[config.mk]
export PLATFORM = sky130hd
export DESIGN_NAME = cpu_cycle_ctrl_flat
export DESIGN_NICKNAME = d
export VERILOG_FILES = /design/src/rtl/cpu_cycle_ctrl_if.sv /design/src/rtl/cpu_cycle_ctrl.sv /design/src/flat_wrapper.sv
export SDC_FILE = /design/constraint.sdc
export NUM_CORES = 1
export LEC_CHECK = 0
export ABC_AREA = 1
export BUFFER_PORTS_ARGS = -buffer_cell sky130_fd_sc_hd__buf_2
export CAP_MARGIN = 20
export CELL_PAD_IN_SITES_DETAIL_PLACEMENT = 1
export CELL_PAD_IN_SITES_GLOBAL_PLACEMENT = 2
export CORE_MARGIN = 2
export CORE_UTILIZATION = 32
export CTS_CLUSTER_DIAMETER = 30
export DETAILED_ROUTE_END_ITERATION = 16
export HOLD_SLACK_MARGIN = 0.12
export PLACE_DENSITY_LB_ADDON = 0.1
export SYNTH_ARGS = -nofsm -noshare
export SYNTH_HDL_FRONTEND = slang
export SYNTH_SLANG_ARGS = --single-unit
[constraint.sdc]
create_clock -name CLK -period 3.9 [get_ports CLK]
set_input_delay 0.78 -clock CLK [delete_from_list [all_inputs] [get_ports CLK]]
set_output_delay 0.78 -clock CLK [all_outputs]
set_load 0.02 [all_outputs]
[src/rtl/cpu_cycle_ctrl_if.sv]
// CPU-side qualifiers, WD33C93 register-port strobes and DMA port handshake
// for the SDMAC bus-cycle sequencer.
interface cpu_cycle_ctrl_if;
   logic       AS_;
   logic       DMAC_;
   logic       RW;
   logic       INTREG;
   logic       WDREGREQ;
   logic       DMA_WD_REQ;
   logic [1:0] DSACK_;
   logic       REG_STB;
   logic       OE_;
   logic       LE_WD;
   logic       SCSI_CS_;
   logic       SCSI_RE_;
   logic       SCSI_WE_;
   logic       DMA_WD_GNT;

   modport master (
      output AS_, DMAC_, RW, INTREG, WDREGREQ, DMA_WD_REQ,
      input  DSACK_, REG_STB, OE_, LE_WD, SCSI_CS_, SCSI_RE_, SCSI_WE_, DMA_WD_GNT
   );

   modport slave (
      input  AS_, DMAC_, RW, INTREG, WDREGREQ, DMA_WD_REQ,
      output DSACK_, REG_STB, OE_, LE_WD, SCSI_CS_, SCSI_RE_, SCSI_WE_, DMA_WD_GNT
   );
endinterface

[src/rtl/cpu_cycle_ctrl.sv]
// SDMAC CPU bus-cycle sequencer: DSACK_ termination, internal register strobe,
// timed WD33C93 register-port strobes and CPU/DMA arbitration of the WD port.
module cpu_cycle_ctrl #(
   parameter int unsigned WD_SETUP = 1,
   parameter int unsigned WD_PULSE = 3,
   parameter int unsigned WD_HOLD  = 1
) (
   input logic             CLK,
   input logic             RST_,
   cpu_cycle_ctrl_if.slave bus
);

   typedef enum logic [3:0] {
      S_IDLE, S_REG_ACC, S_REG_ACK, S_WD_WAIT, S_WD_SET,
      S_WD_STB, S_WD_HLD, S_WD_ACK, S_DMA_OWN, S_END
   } state_t;

   localparam logic [3:0] SETUP_LD = 4'(WD_SETUP - 1);
   localparam logic [3:0] PULSE_LD = 4'(WD_PULSE - 1);
   localparam logic [3:0] HOLD_LD  = 4'(WD_HOLD - 1);

   state_t     state, nxt;
   logic [3:0] cnt, cnt_nxt;
   logic       last_dma, last_dma_nxt;
   logic       wd_pend, wd_pend_nxt;
   logic       as_s1, as_s2, dmac_s1, dmac_s2;
   logic       sas;

   logic [1:0] dsack;
   logic       reg_stb, oe, le_wd, cs, re, we, gnt;

   always_ff @(posedge CLK or negedge RST_) begin
      if (!RST_) begin
         as_s1   <= 1'b1;
         as_s2   <= 1'b1;
         dmac_s1 <= 1'b1;
         dmac_s2 <= 1'b1;
      end else begin
         as_s1   <= bus.AS_;
         as_s2   <= as_s1;
         dmac_s1 <= bus.DMAC_;
         dmac_s2 <= dmac_s1;
      end
   end

   assign sas = ~as_s2 & ~dmac_s2;

   always_ff @(posedge CLK or negedge RST_) begin
      if (!RST_) begin
         state    <= S_IDLE;
         cnt      <= '0;
         last_dma <= 1'b1;
         wd_pend  <= 1'b0;
      end else begin
         state    <= nxt;
         cnt      <= cnt_nxt;
         last_dma <= last_dma_nxt;
         wd_pend  <= wd_pend_nxt;
      end
   end

   always_comb begin
      nxt          = state;
      cnt_nxt      = cnt;
      last_dma_nxt = last_dma;
      wd_pend_nxt  = wd_pend;
      case (state)
         S_IDLE: begin
            if (sas && bus.INTREG)
               nxt = S_REG_ACC;
            else if (sas && bus.WDREGREQ)
               nxt = (bus.DMA_WD_REQ && !last_dma) ? S_WD_WAIT : S_WD_SET;
            else if (bus.DMA_WD_REQ)
               nxt = S_DMA_OWN;
            else if (sas)
               nxt = S_END;
         end
         S_REG_ACC: nxt = sas ? S_REG_ACK : S_IDLE;
         S_REG_ACK: if (!sas) nxt = S_IDLE;
         S_WD_WAIT: if (!bus.DMA_WD_REQ) nxt = S_DMA_OWN;
         S_WD_SET:  if (cnt == '0) nxt = S_WD_STB;
         S_WD_STB:  if (cnt == '0) nxt = S_WD_HLD;
         // the WD timing always runs to completion; only the acknowledge is skipped on abort
         S_WD_HLD:  if (cnt == '0) nxt = sas ? S_WD_ACK : S_IDLE;
         S_WD_ACK:  if (!sas) nxt = S_IDLE;
         S_DMA_OWN: if (!bus.DMA_WD_REQ) nxt = (wd_pend && sas) ? S_WD_SET : S_IDLE;
         S_END:     if (!sas) nxt = S_IDLE;
         default:   nxt = S_IDLE;
      endcase

      if (nxt != state) begin
         case (nxt)
            S_WD_SET: begin
               cnt_nxt      = SETUP_LD;
               last_dma_nxt = 1'b0;
               wd_pend_nxt  = 1'b0;
            end
            S_WD_STB: cnt_nxt = PULSE_LD;
            S_WD_HLD: cnt_nxt = HOLD_LD;
            S_WD_WAIT: begin
               cnt_nxt      = '0;
               last_dma_nxt = 1'b1;
               wd_pend_nxt  = 1'b1;
            end
            S_DMA_OWN: begin
               cnt_nxt      = '0;
               last_dma_nxt = 1'b1;
            end
            S_IDLE: begin
               cnt_nxt     = '0;
               wd_pend_nxt = 1'b0;
            end
            default: cnt_nxt = '0;
         endcase
      end else if (cnt != '0) begin
         cnt_nxt = cnt - 4'd1;
      end
   end

   always_comb begin
      dsack   = 2'b11;
      reg_stb = 1'b0;
      oe      = 1'b1;
      le_wd   = 1'b0;
      cs      = 1'b1;
      re      = 1'b1;
      we      = 1'b1;
      gnt     = 1'b0;
      case (state)
         S_REG_ACC: begin
            reg_stb = 1'b1;
            oe      = ~bus.RW;
         end
         S_REG_ACK: begin
            dsack = 2'b00;
            oe    = ~bus.RW;
         end
         S_WD_SET: cs = 1'b0;
         S_WD_STB: begin
            cs    = 1'b0;
            re    = ~bus.RW;
            we    = bus.RW;
            le_wd = bus.RW && (cnt == '0);
         end
         S_WD_HLD: cs = 1'b0;
         S_WD_ACK: begin
            dsack = 2'b10;
            oe    = ~bus.RW;
         end
         S_WD_WAIT, S_DMA_OWN: gnt = bus.DMA_WD_REQ;
         default: ;
      endcase
   end

   assign bus.DSACK_     = dsack;
   assign bus.REG_STB    = reg_stb;
   assign bus.OE_        = oe;
   assign bus.LE_WD      = le_wd;
   assign bus.SCSI_CS_   = cs;
   assign bus.SCSI_RE_   = re;
   assign bus.SCSI_WE_   = we;
   assign bus.DMA_WD_GNT = gnt;

endmodule
[src/flat_wrapper.sv]
// flat-port wrapper written by rule: the top's interface ports become plain ports
module cpu_cycle_ctrl_flat 
#(
   parameter int unsigned WD_SETUP = 1,
   parameter int unsigned WD_PULSE = 3,
   parameter int unsigned WD_HOLD  = 1
)
  (CLK, RST_, bus_AS_, bus_DMAC_, bus_RW, bus_INTREG, bus_WDREGREQ, bus_DMA_WD_REQ, bus_DSACK_, bus_REG_STB, bus_OE_, bus_LE_WD, bus_SCSI_CS_, bus_SCSI_RE_, bus_SCSI_WE_, bus_DMA_WD_GNT);
  cpu_cycle_ctrl_if bus_i ();
  input logic CLK;
  input logic RST_;
  input wire logic [$bits(bus_i.AS_)-1:0] bus_AS_;
  input wire logic [$bits(bus_i.DMAC_)-1:0] bus_DMAC_;
  input wire logic [$bits(bus_i.RW)-1:0] bus_RW;
  input wire logic [$bits(bus_i.INTREG)-1:0] bus_INTREG;
  input wire logic [$bits(bus_i.WDREGREQ)-1:0] bus_WDREGREQ;
  input wire logic [$bits(bus_i.DMA_WD_REQ)-1:0] bus_DMA_WD_REQ;
  output wire logic [$bits(bus_i.DSACK_)-1:0] bus_DSACK_;
  output wire logic [$bits(bus_i.REG_STB)-1:0] bus_REG_STB;
  output wire logic [$bits(bus_i.OE_)-1:0] bus_OE_;
  output wire logic [$bits(bus_i.LE_WD)-1:0] bus_LE_WD;
  output wire logic [$bits(bus_i.SCSI_CS_)-1:0] bus_SCSI_CS_;
  output wire logic [$bits(bus_i.SCSI_RE_)-1:0] bus_SCSI_RE_;
  output wire logic [$bits(bus_i.SCSI_WE_)-1:0] bus_SCSI_WE_;
  output wire logic [$bits(bus_i.DMA_WD_GNT)-1:0] bus_DMA_WD_GNT;
  assign bus_i.AS_ = bus_AS_;
  assign bus_i.DMAC_ = bus_DMAC_;
  assign bus_i.RW = bus_RW;
  assign bus_i.INTREG = bus_INTREG;
  assign bus_i.WDREGREQ = bus_WDREGREQ;
  assign bus_i.DMA_WD_REQ = bus_DMA_WD_REQ;
  assign bus_DSACK_ = bus_i.DSACK_;
  assign bus_REG_STB = bus_i.REG_STB;
  assign bus_OE_ = bus_i.OE_;
  assign bus_LE_WD = bus_i.LE_WD;
  assign bus_SCSI_CS_ = bus_i.SCSI_CS_;
  assign bus_SCSI_RE_ = bus_i.SCSI_RE_;
  assign bus_SCSI_WE_ = bus_i.SCSI_WE_;
  assign bus_DMA_WD_GNT = bus_i.DMA_WD_GNT;
  cpu_cycle_ctrl #(.WD_SETUP(WD_SETUP), .WD_PULSE(WD_PULSE), .WD_HOLD(WD_HOLD)) u_core (.CLK(CLK), .RST_(RST_), .bus(bus_i));
endmodule
* Word level (Yosys, flattened, before mapping)
Index checks and enable logic that the tools add are counted.
Storage, ports and cells: register bits after elaboration 14, input port bits 8, output and inout port bits 9, word-level logic and storage cells 76
Operators by class: add/subtract/negate cells 1, eq/ne operators 14, multiplexer cells 28, bitwise logic cells 4, reduce and logical (&&, ||, !) cells 21
Operators with widths (number):
- $mux W4 | 12
- $pmux W4 S8 | 1
- $eq A4 B3 Y1 const B | 6
- $eq A4 B2 Y1 const B | 3
- $eq A4 B4 Y1 const B | 3
- $logic_not A4 Y1 | 3
- $mux W3 | 3
- $reduce_or A3 Y1 | 3
- $mux W1 | 7
- $reduce_bool A2 Y1 | 3
- $reduce_or A2 Y1 | 3
- $logic_and A1 B1 Y1 | 5
- $eq A4 B1 Y1 const B | 1
- $mux W2 | 2
- $ne A4 B4 Y1 | 1
- $pmux W1 S2 | 2
- $pmux W2 S2 | 1
- $reduce_and A2 Y1 | 2
- $reduce_bool A4 Y1 | 1
- $sub A4 B1 Y4 const B | 1
- $not A1 Y1 | 3
- $and A1 B1 Y1 | 1
- $logic_not A1 Y1 | 1

* Logic depth before layout (Yosys ltp)
depth in word-level cells 11, gate-level depth with buffers 15, gate-level depth less buffers 15

* Worst setup path after synthesis
Ideal clock, no wire load.
path kind register to output, from reg u_core.state[1], to out bus_OE_, data arrival time 1.319 ns, data required time 3.120 ns, path slack 1.801 ns, cell stages (with the launch flop) 6, path buffers 0, path through dfrtp_1 > inv_2 > nor2_1 > nand2_2 > nand2_1 > o21ai_0
On the way: longest elaborated chain between the ends 3, elaborated cells on any way between the ends 5, those cells by class 3 x eq/ne; 1 x mux; 1 x reduce/logical
Ends and longest elaborated chain:
- from (decl) | line cpu_cycle_ctrl.sv:22 | state_t state, nxt;
- from (signal assigned) | line cpu_cycle_ctrl.sv:55 | state <= nxt;
- $eq A4 B1 Y1 (tied with other cells) | line cpu_cycle_ctrl.sv:129 | case (state)
- $reduce_or A3 Y1 (no line) (*)
- $mux W1 (*)
- to (decl) | line flat_wrapper.sv:20 | output wire logic [$bits(bus_i.OE_)-1:0] bus_OE_;
Mark *: on every way between the ends. The rest lies on a longest branch, timed or not.

* Worst setup path after layout
from reg u_core.state[1], to out bus_LE_WD
On the way: longest elaborated chain between the ends 2
Ends and longest elaborated chain:
- $eq A4 B3 Y1 | line cpu_cycle_ctrl.sv:129
- $mux W1 | line cpu_cycle_ctrl.sv:129
- to (decl) | line flat_wrapper.sv:21 | output wire logic [$bits(bus_i.LE_WD)-1:0] bus_LE_WD;
Every way passes these cells.

==> flow_summary.yaml <==
min_path:
  hp-class: "reg -> reg"
sta:
  final_tns_setup_ps: 0
  fin_skew_ps: 1.117
  slew-limit-headroom_pct: 78.94
  fmax_mhz: 424.3
  final-setup-viol-count: 0
  setup_repair_after_global_routing_missed_its_margin: "no"
  hold_viol_final: 0
  whs_ps: 359.5
  timing.final.crit_share_pct: 60.43
  layout_min_cycle_time_ps: 2357
  timing_worst_slew_pin_value_ps: 314.7
  finalMaxSlewViolations: 0
detailed_routing:
  wl_per_cell_um: 12.59
  route.detailed.drc: 0
  dr.first_iter.drc_count: 27
  detail_route.first_pass.iterations: 4
  avgViaCountPerCell: 4.694
  wl_um: 2959
  detailroute.via_count: 1103
  ant_nets: 0
grt:
  first_pass_grt_wire_length_um: 5278
  grt_max_degree: 15
  first_global_vias: 1188
  gr-usage-all-layers_pct: 17.00
  grt_overflow: 0
  initial_antenna_violation_count: 0
clock_tree:
  insertion_delay_ps: 290
  ctsHtreeMaxLevel: 1
  cts_hold_repair.buffers: 0
  cts.sink_count: 14
  cts_tree: "done"
  clock_pin_slew_of_the_registers_on_the_worst_case_setup_and_hold_paths_ps: 80
  cts-buffers-inserted: 3
  clock_path_buffers: 2
  clockRootBuffer: "sky130_fd_sc_hd__clkbuf_4"
  postCtsResizedCells: 0
  cts_setup_buffers: 0
logic_synthesis:
  synth_fa_ha_area_share_pct: 1.148
  synth-compound-area-share_pct: 4.822
  synth_top_family_by_area: "simple AND/OR/NAND/NOR gates"
  ys_types: 22
  synthXorXnorAreaFrac_pct: 0.8037
  syn-cell-area_sq_um: 1090
  synth_largest_type_area_fraction_pct: 20.67
  synth.avg_cell_area_sq_um: 6.448
  simple_gate_fraction_of_synth_area_pct: 51.55
  ys_ff_latch: 14
  netlist_top_cells_area: "sky130_fd_sc_hd__dfrtp_1 (21%), sky130_fd_sc_hd__nand2_1 (19%), sky130_fd_sc_hd__dfstp_2 (12%)"
  post_synth_mux_area_share_pct: 0
  yosysTopAreaCell: "sky130_fd_sc_hd__dfrtp_1"
  synth-seq-area-share_pct: 32.72
  ys_warn_count: 0
  mappedNetlistNets: 178
  synth_cells: 169
die:
  die-area_sq_um: 3888
  core_area_sq_um: 3311
  floorplan.initialDensity_pct: 32.92
  pin_count: 17
  die-height_um: 62.36
  number_of_cell_rows: 21
  die-width_um: 62.36
power:
  power.density_nw_per_um2: 658.3
  p_int_uw: 402.1
  power.sequential.fraction_pct: 27.3
  leakage_uw: 0.0006931
  power.clock.fraction_pct: 12.7
  power.combinational.fraction_pct: 60.0
  vdd.ir_drop.worst_mv: 0.3259
  power.switching_uw: 429.8
  switching_share_pct: 51.66
place:
  globalplace.congestion: 0.8306
  placement.io_buffers: 16
  detailedPlacementHpwl_um: 2453
  post-place-cells: 231
finish:
  layout-drive-gt1-share_pct: 26.46
  num_antenna_cells: 0
  instances_no_fill: 235
  syn2layout_area_growth_pct: 15.96
  fill_cells: 447
  final_nets: 199
critical_path:
  timing.critical_path.buf_inv: 2
  crit_path_max_incr_delay_ps: 470
  cp.required_ps: 3120
  timing_worst_setup_path_type: "reg -> out"
  cp_top_family: "simple AND/OR/NAND/NOR gates"
  worstPathArrival_ps: 1580
  path_max_fanout: 9
  end_kind: "output pin"
  start_kind: "register"
  path_cells: "inv_2 > nand2_2 > nor2_2 > nand2_1 > nor2_1 > buf_2"
  slowest_stage_cell_crit_path: "sky130_fd_sc_hd__dfrtp_1"
job:
  drv_cap: 0
status:
  status: "finished clean"
## Yosys cell counts (all sizes together)
library cell,number
a21oi,1
and2,1
clkinv,1
dfrtp,9
dfstp,5
ha,1
inv,25
nand2,63
nand3,20
nand4,2
nor2,29
nor3,2
o21a,1
o21ai,8
xor2,1
## state kept, by name, indices dropped and copies added, names as in the netlist
signal	count
u_core.dmac_s2	1
u_core.state	4
u_core.last_dma	1
u_core.as_s2	1
u_core.as_s1	1
u_core.wd_pend	1
u_core.dmac_s1	1
u_core.cnt	4
## stage by stage
stage               worst slack, ps  utilization, %  area, sq um  total power [uW]
global route                   1355           38.17         1264             922.9
detailed placement             1792           37.07         1227             733.3
finish                         1543           38.17         1264             831.9
CTS                            1520           38.17         1264             841.2
global placement               1804           37.07         1227             732.0
floorplan                      1801               -         1090             605.4
## power by group through the flow
stage,combinational (uW),sequential (uW),clock (uW)
finish,499,227,106
global route,573,233,117
CTS,507,227,107
detailed placement,504,229,0
global placement,504,228,0
floorplan,391,215,0
## final cells by class
| cell class | count | area [sq um] | area share (%) |
|---|---|---|---|
| well taps | 46 | 57.56 | 4.554 |
| flip-flops and latches | 14 | 356.6 | 28.22 |
| repair buffers | 16 | 80.08 | 6.337 |
| multi-input cells | 129 | 635.6 | 50.30 |
| inverters | 26 | 97.59 | 7.723 |
| clock buffers | 4 | 36.28 | 2.871 |
## worst paths after layout
path	start	endpoint	slack, ps	cells past startpoint
setup / recovery	u_core.state[1]	bus_LE_WD	1540	6
hold / removal	u_core.as_s1	u_core.as_s2	360	0
setup reg to reg	u_core.cnt[1]	u_core.wd_pend	1940	12
hold reg to reg	u_core.as_s1	u_core.as_s2	360	0
max in group asynchronous	RST_	u_core.dmac_s1	3250	1
min in group asynchronous	RST_	u_core.cnt[2]	370	1
## layer usage
metal / wire, um / GRT usage (%) / part of all wire (%)
met4: 38 / 5.000 / 1.3
met3: 75 / 2.174 / 2.5
met1: 1365 / 20.80 / 46
met2: 1479 / 31.11 / 50
met5: 0 / 0 / 0
## cells in the final DEF, fill, tap and decap left out, drive strengths merged, types with 2 or more instances in the layout
master and count:
inv 25, nand3 20, nor2 29, nand4 2, dfstp 5, dfrtp 9, clkbuf 4, nor3 2
o21ai 8, buf 16, nand2 63
## cell families after synthesis
| kind of cell | after synthesis |
|---|---|
| DFF | 14 |
| buffers and inverters | 26 |
| AOI/OAI and AO/OA | 10 |
| xor gates and xnor gates | 1 |
| adders and majority gates | 1 |
| and+or+nand+nor | 117 |
Note: power is estimated with default switching activity, not from simulation.
